**src/rtl/xbus_fabric_pkg.sv**
```systemverilog
// Shared definitions for the xbus fabric: FSM state encoding, default bus
// timeout and the system memory-map windows used to build SLV_BASE/SLV_MASK.
package xbus_fabric_pkg;

  typedef enum logic [1:0] {
    XBUS_IDLE = 2'd0,
    XBUS_WAIT = 2'd1,
    XBUS_RESP = 2'd2
  } xbus_state_t;

  localparam int XBUS_TIMEOUT_DEF = 15;

  // System memory map (12-bit controller address space)
  localparam logic [11:0] XBUS_REGF_BASE = 12'h000;
  localparam logic [11:0] XBUS_REGF_MASK = 12'hF00;
  localparam logic [11:0] XBUS_PROG_BASE = 12'h800;
  localparam logic [11:0] XBUS_PROG_MASK = 12'h800;
  localparam logic [11:0] XBUS_PS2_BASE  = 12'h100;
  localparam logic [11:0] XBUS_PS2_MASK  = 12'hFF0;
  localparam logic [11:0] XBUS_DISP_BASE = 12'h200;
  localparam logic [11:0] XBUS_DISP_MASK = 12'hF00;
  localparam logic [11:0] XBUS_OPER_BASE = 12'h300;
  localparam logic [11:0] XBUS_OPER_MASK = 12'hFF0;

endpackage

```
**src/rtl/xbus_fabric_match.sv**
```systemverilog
// Address window compare for all slaves plus a lowest-index priority encoder.
module xbus_fabric_match
  import xbus_fabric_pkg::*;
#(
  parameter int ADDR_W = 12,
  parameter int N_SLV  = 8,
  parameter int IDX_W  = 3,
  parameter logic [N_SLV*ADDR_W-1:0] SLV_BASE = '0,
  parameter logic [N_SLV*ADDR_W-1:0] SLV_MASK = '1
) (
  input  logic [ADDR_W-1:0] addr,
  output logic              hit,
  output logic [IDX_W-1:0]  idx
);

  logic [N_SLV-1:0] match;

  for (genvar gi = 0; gi < N_SLV; gi++) begin : g_win
    assign match[gi] = (addr & SLV_MASK[gi*ADDR_W +: ADDR_W]) == SLV_BASE[gi*ADDR_W +: ADDR_W];
  end

  // Scan downwards so the lowest matching index is the last one written.
  always_comb begin
    hit = |match;
    idx = '0;
    for (int i = N_SLV - 1; i >= 0; i--) begin
      if (match[i]) idx = IDX_W'(i);
    end
  end

endmodule

```
**src/rtl/xbus_fabric.sv**
```systemverilog
// Controller bus fabric: registered request stage, base/mask decode, per-slave
// wait handshake, timeout and error response. Optional XBUS_FABRIC_TRAP_EN adds an error trap.
module xbus_fabric
  import xbus_fabric_pkg::*;
#(
  parameter int ADDR_W  = 12,
  parameter int DATA_W  = 32,
  parameter int N_SLV   = 8,
  parameter logic [N_SLV*ADDR_W-1:0] SLV_BASE = '0,
  parameter logic [N_SLV*ADDR_W-1:0] SLV_MASK = '1,
  parameter int TIMEOUT = XBUS_TIMEOUT_DEF,
  parameter int TO_W    = 4
) (
  input  logic                    clk,
  input  logic                    rst,
  input  logic                    m_sel,
  input  logic                    m_we,
  input  logic [ADDR_W-1:0]       m_addr,
  input  logic [DATA_W-1:0]       m_wdata,
  output logic [DATA_W-1:0]       m_rdata,
  output logic                    m_ready,
  output logic                    m_err,
  output logic [N_SLV-1:0]        s_sel,
  output logic                    s_we,
  output logic [ADDR_W-1:0]       s_addr,
  output logic [DATA_W-1:0]       s_wdata,
  input  logic [N_SLV*DATA_W-1:0] s_rdata,
`ifdef XBUS_FABRIC_TRAP_EN
  output logic                    trap_valid,
  output logic [ADDR_W-1:0]       trap_addr,
  input  logic                    trap_clr,
`endif
  input  logic [N_SLV-1:0]        s_ready
);

  localparam int IDX_W = (N_SLV > 1) ? $clog2(N_SLV) : 1;
  localparam bit TO_EN = (TIMEOUT != 0);
  // The counter holds completed wait cycles, so expiry lands on the TIMEOUT-th WAIT cycle.
  localparam logic [TO_W-1:0] TO_LAST = TO_W'((TIMEOUT > 0) ? TIMEOUT - 1 : 0);

  xbus_state_t        state_reg;
  logic [IDX_W-1:0]   sel_idx_reg;
  logic [TO_W-1:0]    to_cnt_reg;
  logic               dec_hit;
  logic [IDX_W-1:0]   dec_idx;
  logic               to_expire;
  logic               sel_ready;
  logic [DATA_W-1:0]  s_rdata_arr [N_SLV];

  for (genvar gi = 0; gi < N_SLV; gi++) begin : g_rdata
    assign s_rdata_arr[gi] = s_rdata[gi*DATA_W +: DATA_W];
  end

  xbus_fabric_match #(
    .ADDR_W   (ADDR_W),
    .N_SLV    (N_SLV),
    .IDX_W    (IDX_W),
    .SLV_BASE (SLV_BASE),
    .SLV_MASK (SLV_MASK)
  ) u_match (
    .addr (m_addr),
    .hit  (dec_hit),
    .idx  (dec_idx)
  );

  assign sel_ready = s_ready[sel_idx_reg];
  assign to_expire = TO_EN && (to_cnt_reg == TO_LAST);

  always_ff @(posedge clk or negedge rst) begin
    if (!rst) begin
      state_reg   <= XBUS_IDLE;
      sel_idx_reg <= '0;
      to_cnt_reg  <= '0;
      s_sel       <= '0;
      s_we        <= 1'b0;
      s_addr      <= '0;
      s_wdata     <= '0;
      m_rdata     <= '0;
      m_ready     <= 1'b0;
      m_err       <= 1'b0;
    end else begin
      m_ready <= 1'b0;
      m_err   <= 1'b0;
      case (state_reg)
        XBUS_IDLE: begin
          if (m_sel) begin
            if (dec_hit) begin
              s_addr      <= m_addr;
              s_wdata     <= m_wdata;
              s_we        <= m_we;
              s_sel       <= N_SLV'(1) << dec_idx;
              sel_idx_reg <= dec_idx;
              to_cnt_reg  <= '0;
              state_reg   <= XBUS_WAIT;
            end else begin
              m_err     <= 1'b1;
              m_ready   <= 1'b1;
              m_rdata   <= '0;
              state_reg <= XBUS_RESP;
            end
          end
        end
        XBUS_WAIT: begin
          // A ready arriving on the expiry cycle still completes cleanly.
          if (sel_ready) begin
            m_rdata   <= s_we ? '0 : s_rdata_arr[sel_idx_reg];
            m_ready   <= 1'b1;
            s_sel     <= '0;
            state_reg <= XBUS_RESP;
          end else if (to_expire) begin
            m_rdata   <= '0;
            m_err     <= 1'b1;
            m_ready   <= 1'b1;
            s_sel     <= '0;
            state_reg <= XBUS_RESP;
          end else begin
            to_cnt_reg <= to_cnt_reg + 1'b1;
          end
        end
        XBUS_RESP: state_reg <= XBUS_IDLE;
        default:   state_reg <= XBUS_IDLE;
      endcase
    end
  end

`ifdef XBUS_FABRIC_TRAP_EN
  logic              trap_hit;
  logic [ADDR_W-1:0] trap_src;

  always_comb begin
    trap_hit = 1'b0;
    trap_src = m_addr;
    if (state_reg == XBUS_IDLE && m_sel && !dec_hit) begin
      trap_hit = 1'b1;
    end else if (state_reg == XBUS_WAIT && !sel_ready && to_expire) begin
      trap_hit = 1'b1;
      trap_src = s_addr;
    end
  end

  // A clear in the same cycle as a new error makes room for the new capture.
  always_ff @(posedge clk or negedge rst) begin
    if (!rst) begin
      trap_valid <= 1'b0;
      trap_addr  <= '0;
    end else if (trap_hit && (!trap_valid || trap_clr)) begin
      trap_valid <= 1'b1;
      trap_addr  <= trap_src;
    end else if (trap_clr) begin
      trap_valid <= 1'b0;
    end
  end
`endif

endmodule

```
**config.mk**
```make
export PLATFORM = sky130hd
export DESIGN_NAME = xbus_fabric
export DESIGN_NICKNAME = d
export VERILOG_FILES = /design/src/rtl/xbus_fabric_pkg.sv /design/src/rtl/xbus_fabric_match.sv /design/src/rtl/xbus_fabric.sv
export SDC_FILE = /design/constraint.sdc
export NUM_CORES = 1
export LEC_CHECK = 0
export ABC_AREA = 1
export CAP_MARGIN = 25
export CORE_AREA = 2 2 157 159
export DETAILED_ROUTE_END_ITERATION = 10
export DIE_AREA = 0 0 159 161
export SLEW_MARGIN = 20
export SYNTH_ARGS = -nofsm -noshare
export SYNTH_HDL_FRONTEND = slang
export SYNTH_SLANG_ARGS = --single-unit
```
**constraint.sdc**
```tcl
create_clock -name clk -period 1.52 [get_ports clk]
set_input_delay 0.152 -clock clk [delete_from_list [all_inputs] [get_ports clk]]
set_output_delay 0.152 -clock clk [all_outputs]
set_load 0.01 [all_outputs]
```
### Yosys cells after proc, flatten, opt, wreduce, memory -nomap -nowiden

Cells that the tools add are included.

| word-level totals | value |
|---|---|
| input bits | 312 |
| logic and storage cells | 54 |
| register bits after elaboration | 93 |
| output and inout port bits | 87 |

| operators by class | value |
|---|---|
| reductions and logical operators | 8 |
| equality and inequality tests | 8 |
| muxes and demuxes | 28 |
| $add $sub $neg | 1 |

Operators with widths:

| operator | count |
|---|---|
| 32-bit two-way mux | 5 |
| 32-bit case mux with 2 select lines | 1 |
| 8-bit two-way mux | 4 |
| 4-bit two-way mux | 4 |
| 8-bit case mux with 2 select lines | 1 |
| 12-bit zero test | 1 |
| 2-bit two-way mux | 4 |
| 2-bit inequality test (second input constant) | 4 |
| 4-bit case mux with 2 select lines | 1 |
| 4-bit AND reduction | 2 |
| 1-bit two-way mux | 5 |
| 5-bit AND reduction | 1 |
| 4-bit by 1-bit adder with 4-bit output (second input constant) | 1 |
| 4-bit equality test (second input constant) | 1 |
| 1-bit case mux with 2 select lines | 2 |
| 2-bit case mux with 2 select lines | 1 |
| 3-bit inequality test (second input constant) | 1 |
| 3-bit AND reduction | 1 |
| 2-bit by 1-bit equality test with 1-bit output (second input constant) | 1 |
| 2-bit zero test | 1 |
| 2-bit by 1-bit inequality test with 1-bit output (second input constant) | 1 |
| 2-bit AND reduction | 1 |
| 2-bit nonzero test | 1 |

### Depth between registers and ports, before layout

Gate-level depths: netlist (run 1).

| depth | value |
|---|---|
| depth after elaboration | 4 |
| gate-level depth with buffers | 10 |
| depth with buffers taken out | 9 |

### Cells and area by module

From an unflattened synthesis (run 1), not the netlist that was laid out.

| second synthesis, totals | value |
|---|---|
| cells, all modules | 861 |
| area, all modules | 6273.5 um^2 |

By module, submodules not included:

| module | area an instance (um^2) | instances | cells an instance | sequential area each (um^2) |
|---|---|---|---|---|
| xbus_fabric | 6173.4 | 1 | 838 | 2402.3 |
| xbus_fabric_match | 100.1 | 1 | 23 | 0.0 |

### Least setup slack after synthesis (run 1)

OpenSTA, ideal clock, no wires.

| timing | value |
|---|---|
| path type | reg2reg |
| from | register to_cnt_reg[0] |
| to | register m_rdata[0] |
| required time | 1403 ps |
| stages on the path, launching flop included | 11 |
| path slack | 85 ps |
| data arrival time | 1319 ps |
| path through | dfrtp_1 -> inv_1 -> ha_1 -> nand3_1 -> nand3_2 -> nand2_1 -> inv_1 -> nand3_2 -> buf_6 -> nand2_1 -> nand2_1 |

| between the ends | value |
|---|---|
| cells in the longest elaborated chain, start to end | 3 |

Ends and longest elaborated chain:

| item | RTL line | text |
|---|---|---|
| from (decl) | xbus_fabric.sv:43 | `logic [TO_W-1:0] to_cnt_reg;` |
| from (signal assigned) | xbus_fabric.sv:117 | `to_cnt_reg <= to_cnt_reg + 1'b1;` |
| 4-bit equality test | xbus_fabric.sv:67 | `assign to_expire = TO_EN && (to_cnt_reg == TO_LAST);` |
| 3-bit inequality test (no line) | n/a |  |
| 4-bit AND reduction (no line) | n/a |  |
| to (signal assigned) | xbus_fabric.sv:106 | `m_rdata <= s_we ? '0 : s_rdata_arr[sel_idx_reg];` |
| to (decl) | xbus_fabric.sv:20 | `output logic [DATA_W-1:0] m_rdata,` |

Every way passes these cells.
A chain may end at the register's enable or synchronous reset.

### Worst setup path in the final report (run 1)

| timing | value |
|---|---|
| from | register s_wdata[20] |
| to | output s_wdata[20] |

RTL lines:

| item | RTL line | text |
|---|---|---|
| from (decl) | xbus_fabric.sv:26 | `output logic [DATA_W-1:0] s_wdata,` |
| from (signal assigned) | xbus_fabric.sv:89 | `s_wdata <= m_wdata;` |

No word-level cell between the ends.

==> impl_metrics.yaml, run 1 <==
route:
  drt_wl_total_um: 13400
  drt_pass1_iterations: 4
  vias: 3013
  drc: 0
  drtAntennaViolNets: 0
  drt_iter0_markers: 91
  wl_per_cell_um: 15.0
  viasPerCell: 3.38
finish:
  fin_util_pct: 24.8
  final_nets: 876
  fin_cells: 891
  design_area_um2: 5940
  reg_top3: "m_rdata (32), s_wdata (32), s_addr (12)"
  multi_input_area_um2: 1130
  nFillCells: 2656
  syn_to_final_growth_pct: 72.2
  register_area_um2: 2150
  antenna_cells: 0
  drive_gt1_share_pct: 8.99
critical_path:
  end_kind: "output port"
  max_stage_delay_ps: 560
  slowest_stage: "clkdlybuf4s50_1"
  rr_worst_depth: 10
  crit_chain: "clkdlybuf4s50_1"
  r2r_setup_slack_ps: 110
  path_buf_inv: 1
  r2r-start: "to_cnt_reg[0]$_DFFE_PN0P_"
  startpoint: "s_wdata[20]$_DFFE_PN0P_"
  r2r-end: "m_rdata[7]$_DFFE_PN0P_"
  path_class: "reg2out"
  cp_max_fo: 2
  required_ps: 1370
  crit_family: "buffers and inverters"
  cp.arrival_ps: 1310
  critPathLaunchType: "flip-flop"
logic_synthesis:
  synth.avg_cell_area_um2: 8.91
  synth_area_um2: 3450
  syn_inst: 387
  yosysSeqAreaShare_pct: 62.4
  ys_warn_count: 0
  synth-seq-cells: 86
  synth_cell_type_count: 20
power:
  seqPwrFrac_pct: 43.0
  p_leak_nw: 3.09
  p_int_mw: 4.05
  p_sw_mw: 1.42
  vdd_ir_drop_max_v: 0.000455
  pwr-share-comb_pct: 14.6
  clkPwrFrac_pct: 42.4
  sw_frac_of_total_pct: 25.9
  powerDensity_nw_per_um2: 922
timing:
  maxSlewViolCount: 0
  finalCritPeriodShare_pct: 95.9
  setup-violations-final: 0
  max_freq_mhz: 686
  fin_crit_ps: 1460
  clock-skew-final_ps: 11.6
  finalHoldViolCount: 0
  setup_ws_ps: 61.9
  fin_tns_setup_ps: 0
clock_tree:
  cts_tree: "done"
  clkLatencyLatePin_ps: 350
  path_clk_slew_ps: 70
  cts.path.max_buffers: 2
  cts_buffers: 9
  clockRootBuffer: "clkbuf_16"
  cts_sinks: 86
  htree_levels: 3
global_routing:
  grt_use_total_pct: 10.5
  antenna_found_initial: 0
  grt_pass1_vias: 3087
  grt_overflow: 0
  grt_start_max_net_pins: 36
  grt_pass1_wl_um: 19600
place:
  dp_cells: 871
  post_dp_cell_area_um2: 5520
  gp_congestion: 0.721
  hpwl_um: 10100
  dp_slack_ps: -279
  io_buffers: 160
floorplanning:
  core_area_um2: 24000
  chipWidth_um: 159
  start_util_pct: 14.4
  pin_count: 399
  dieArea_um2: 25600
  rows: 57
  fp.dieH_um: 161
outcome:
  status: "complete, no violations"
job:
  drv_cap: 0
min_path:
  worstHoldPathType: "in2async"
==> Yosys cell counts <==
master	n	area [um2]
nand2_1	225	845
dfrtp_1	86	2150
inv_1	20	75.1
nor2_1	11	41.3
buf_4	10	75.1
nand3_1	9	45.0
buf_2	7	35.0
buf_6	3	33.8
ha_1	2	25.0
nand3_2	2	20.0
nor2_2	2	12.5
nor3_4	2	32.5
and2_1	1	6.26
conb_1	1	3.75
inv_2	1	3.75
nand4_1	1	6.26
nand4_2	1	12.5
o22ai_1	1	6.26
xnor2_1	1	8.76
xor2_1	1	8.76
==> stage by stage <==
step	hold slack, ps	power [mW]
after floorplan	-144	2.70
after global placement	95.0	3.14
after detailed placement	101	3.14
after CTS	276	5.52
after global routing	300	5.73
final	278	5.47
==> layer usage <==
layer / routed length (um) / vias up / global-route usage [%] / part of all wire, %
met5: 0 / - / 0 / 0
met4: 168 / 0 / 3.47 / 1.3
met3: 2100 / 11 / 7.60 / 16
met2: 5300 / 111 / 13.7 / 40
met1: 5780 / 1399 / 13.2 / 43
li1: - / 1492 / - / -
==> layout by cell type, fill, tap and decap left out, types with 2 or more instances in the layout <==
master	Yosys	routed
buf_12	0	8
buf_4	10	8
clkbuf_16	0	10
clkdlybuf4s50_1	0	141
clkinvlp_4	0	3
conb_1	1	7
dfrtp_1	86	86
dlygate4sd2_1	0	11
dlymetal6s2s_1	0	7
inv_1	20	19
inv_2	1	2
nand2_1	225	223
nand2_2	0	2
nand3_1	9	8
nand3_2	2	2
nor2_1	11	8
nor2_2	2	4
nor3_4	2	2
==> worst max-delay path by stage <==
stage	end	slack, ps	depth (start not counted)
floorplan	m_rdata[0]$_DFFE_PN0P_	80	10
global placement	s_wdata[1]$_DFFE_PN0P_	-260	9
detailed placement	s_wdata[29]$_DFFE_PN0P_	-280	9
CTS	s_wdata[30]	0.3	1
global route	s_wdata[15]$_DFFE_PN0P_	-40	10
finish	s_wdata[20]	60	1
==> cells by family after synthesis <==
logic type,share of synthesized area (%)
fa+ha+maj,0.726
other cells,0.109
flops,62.4
xor+xnor,0.508
simple gates,29.6
compound gates,0.182
buf+inv,6.46
==> power by group through the flow <==
| stage | clock (mW) | sequential [mW] | combinational [mW] |
|---|---|---|---|
| finish | 2.32 | 2.35 | 0.800 |
| global route | 2.50 | 2.35 | 0.873 |
| CTS | 2.41 | 2.35 | 0.754 |
| detailed placement | 0 | 2.39 | 0.748 |
| global placement | 0 | 2.39 | 0.749 |
| floorplan | 0 | 2.40 | 0.302 |
==> what timing repair did <==
action,4_1_cts,5_1_grt
hold endpoints to repair,23,0
setup buffers,0,2
hold buffers,1,0
setup endpoints to repair,11,64
pin swaps,0,2
resized for setup,11,22
gates cloned,0,1
==> area by class of cell <==
cell class                      count  share of cell area, %
Multi-Input combinational cell    266                   19.0
Tap cell                          324                   6.83
Timing Repair Buffer              178                   31.4
Clock inverter                      6                   1.18
Inverter                           21                   1.33
Clock buffer                       10                   4.03
Sequential cell                    86                   36.2
No activity file was read; power rests on OpenSTA's default activity.
==> run 2, diff against run 1 <==
Settings changed: HOLD_SLACK_MARGIN set to 0.06.
==> results of run 2 <==
The final DEF is identical to that of run 1; final timing and power are the same.
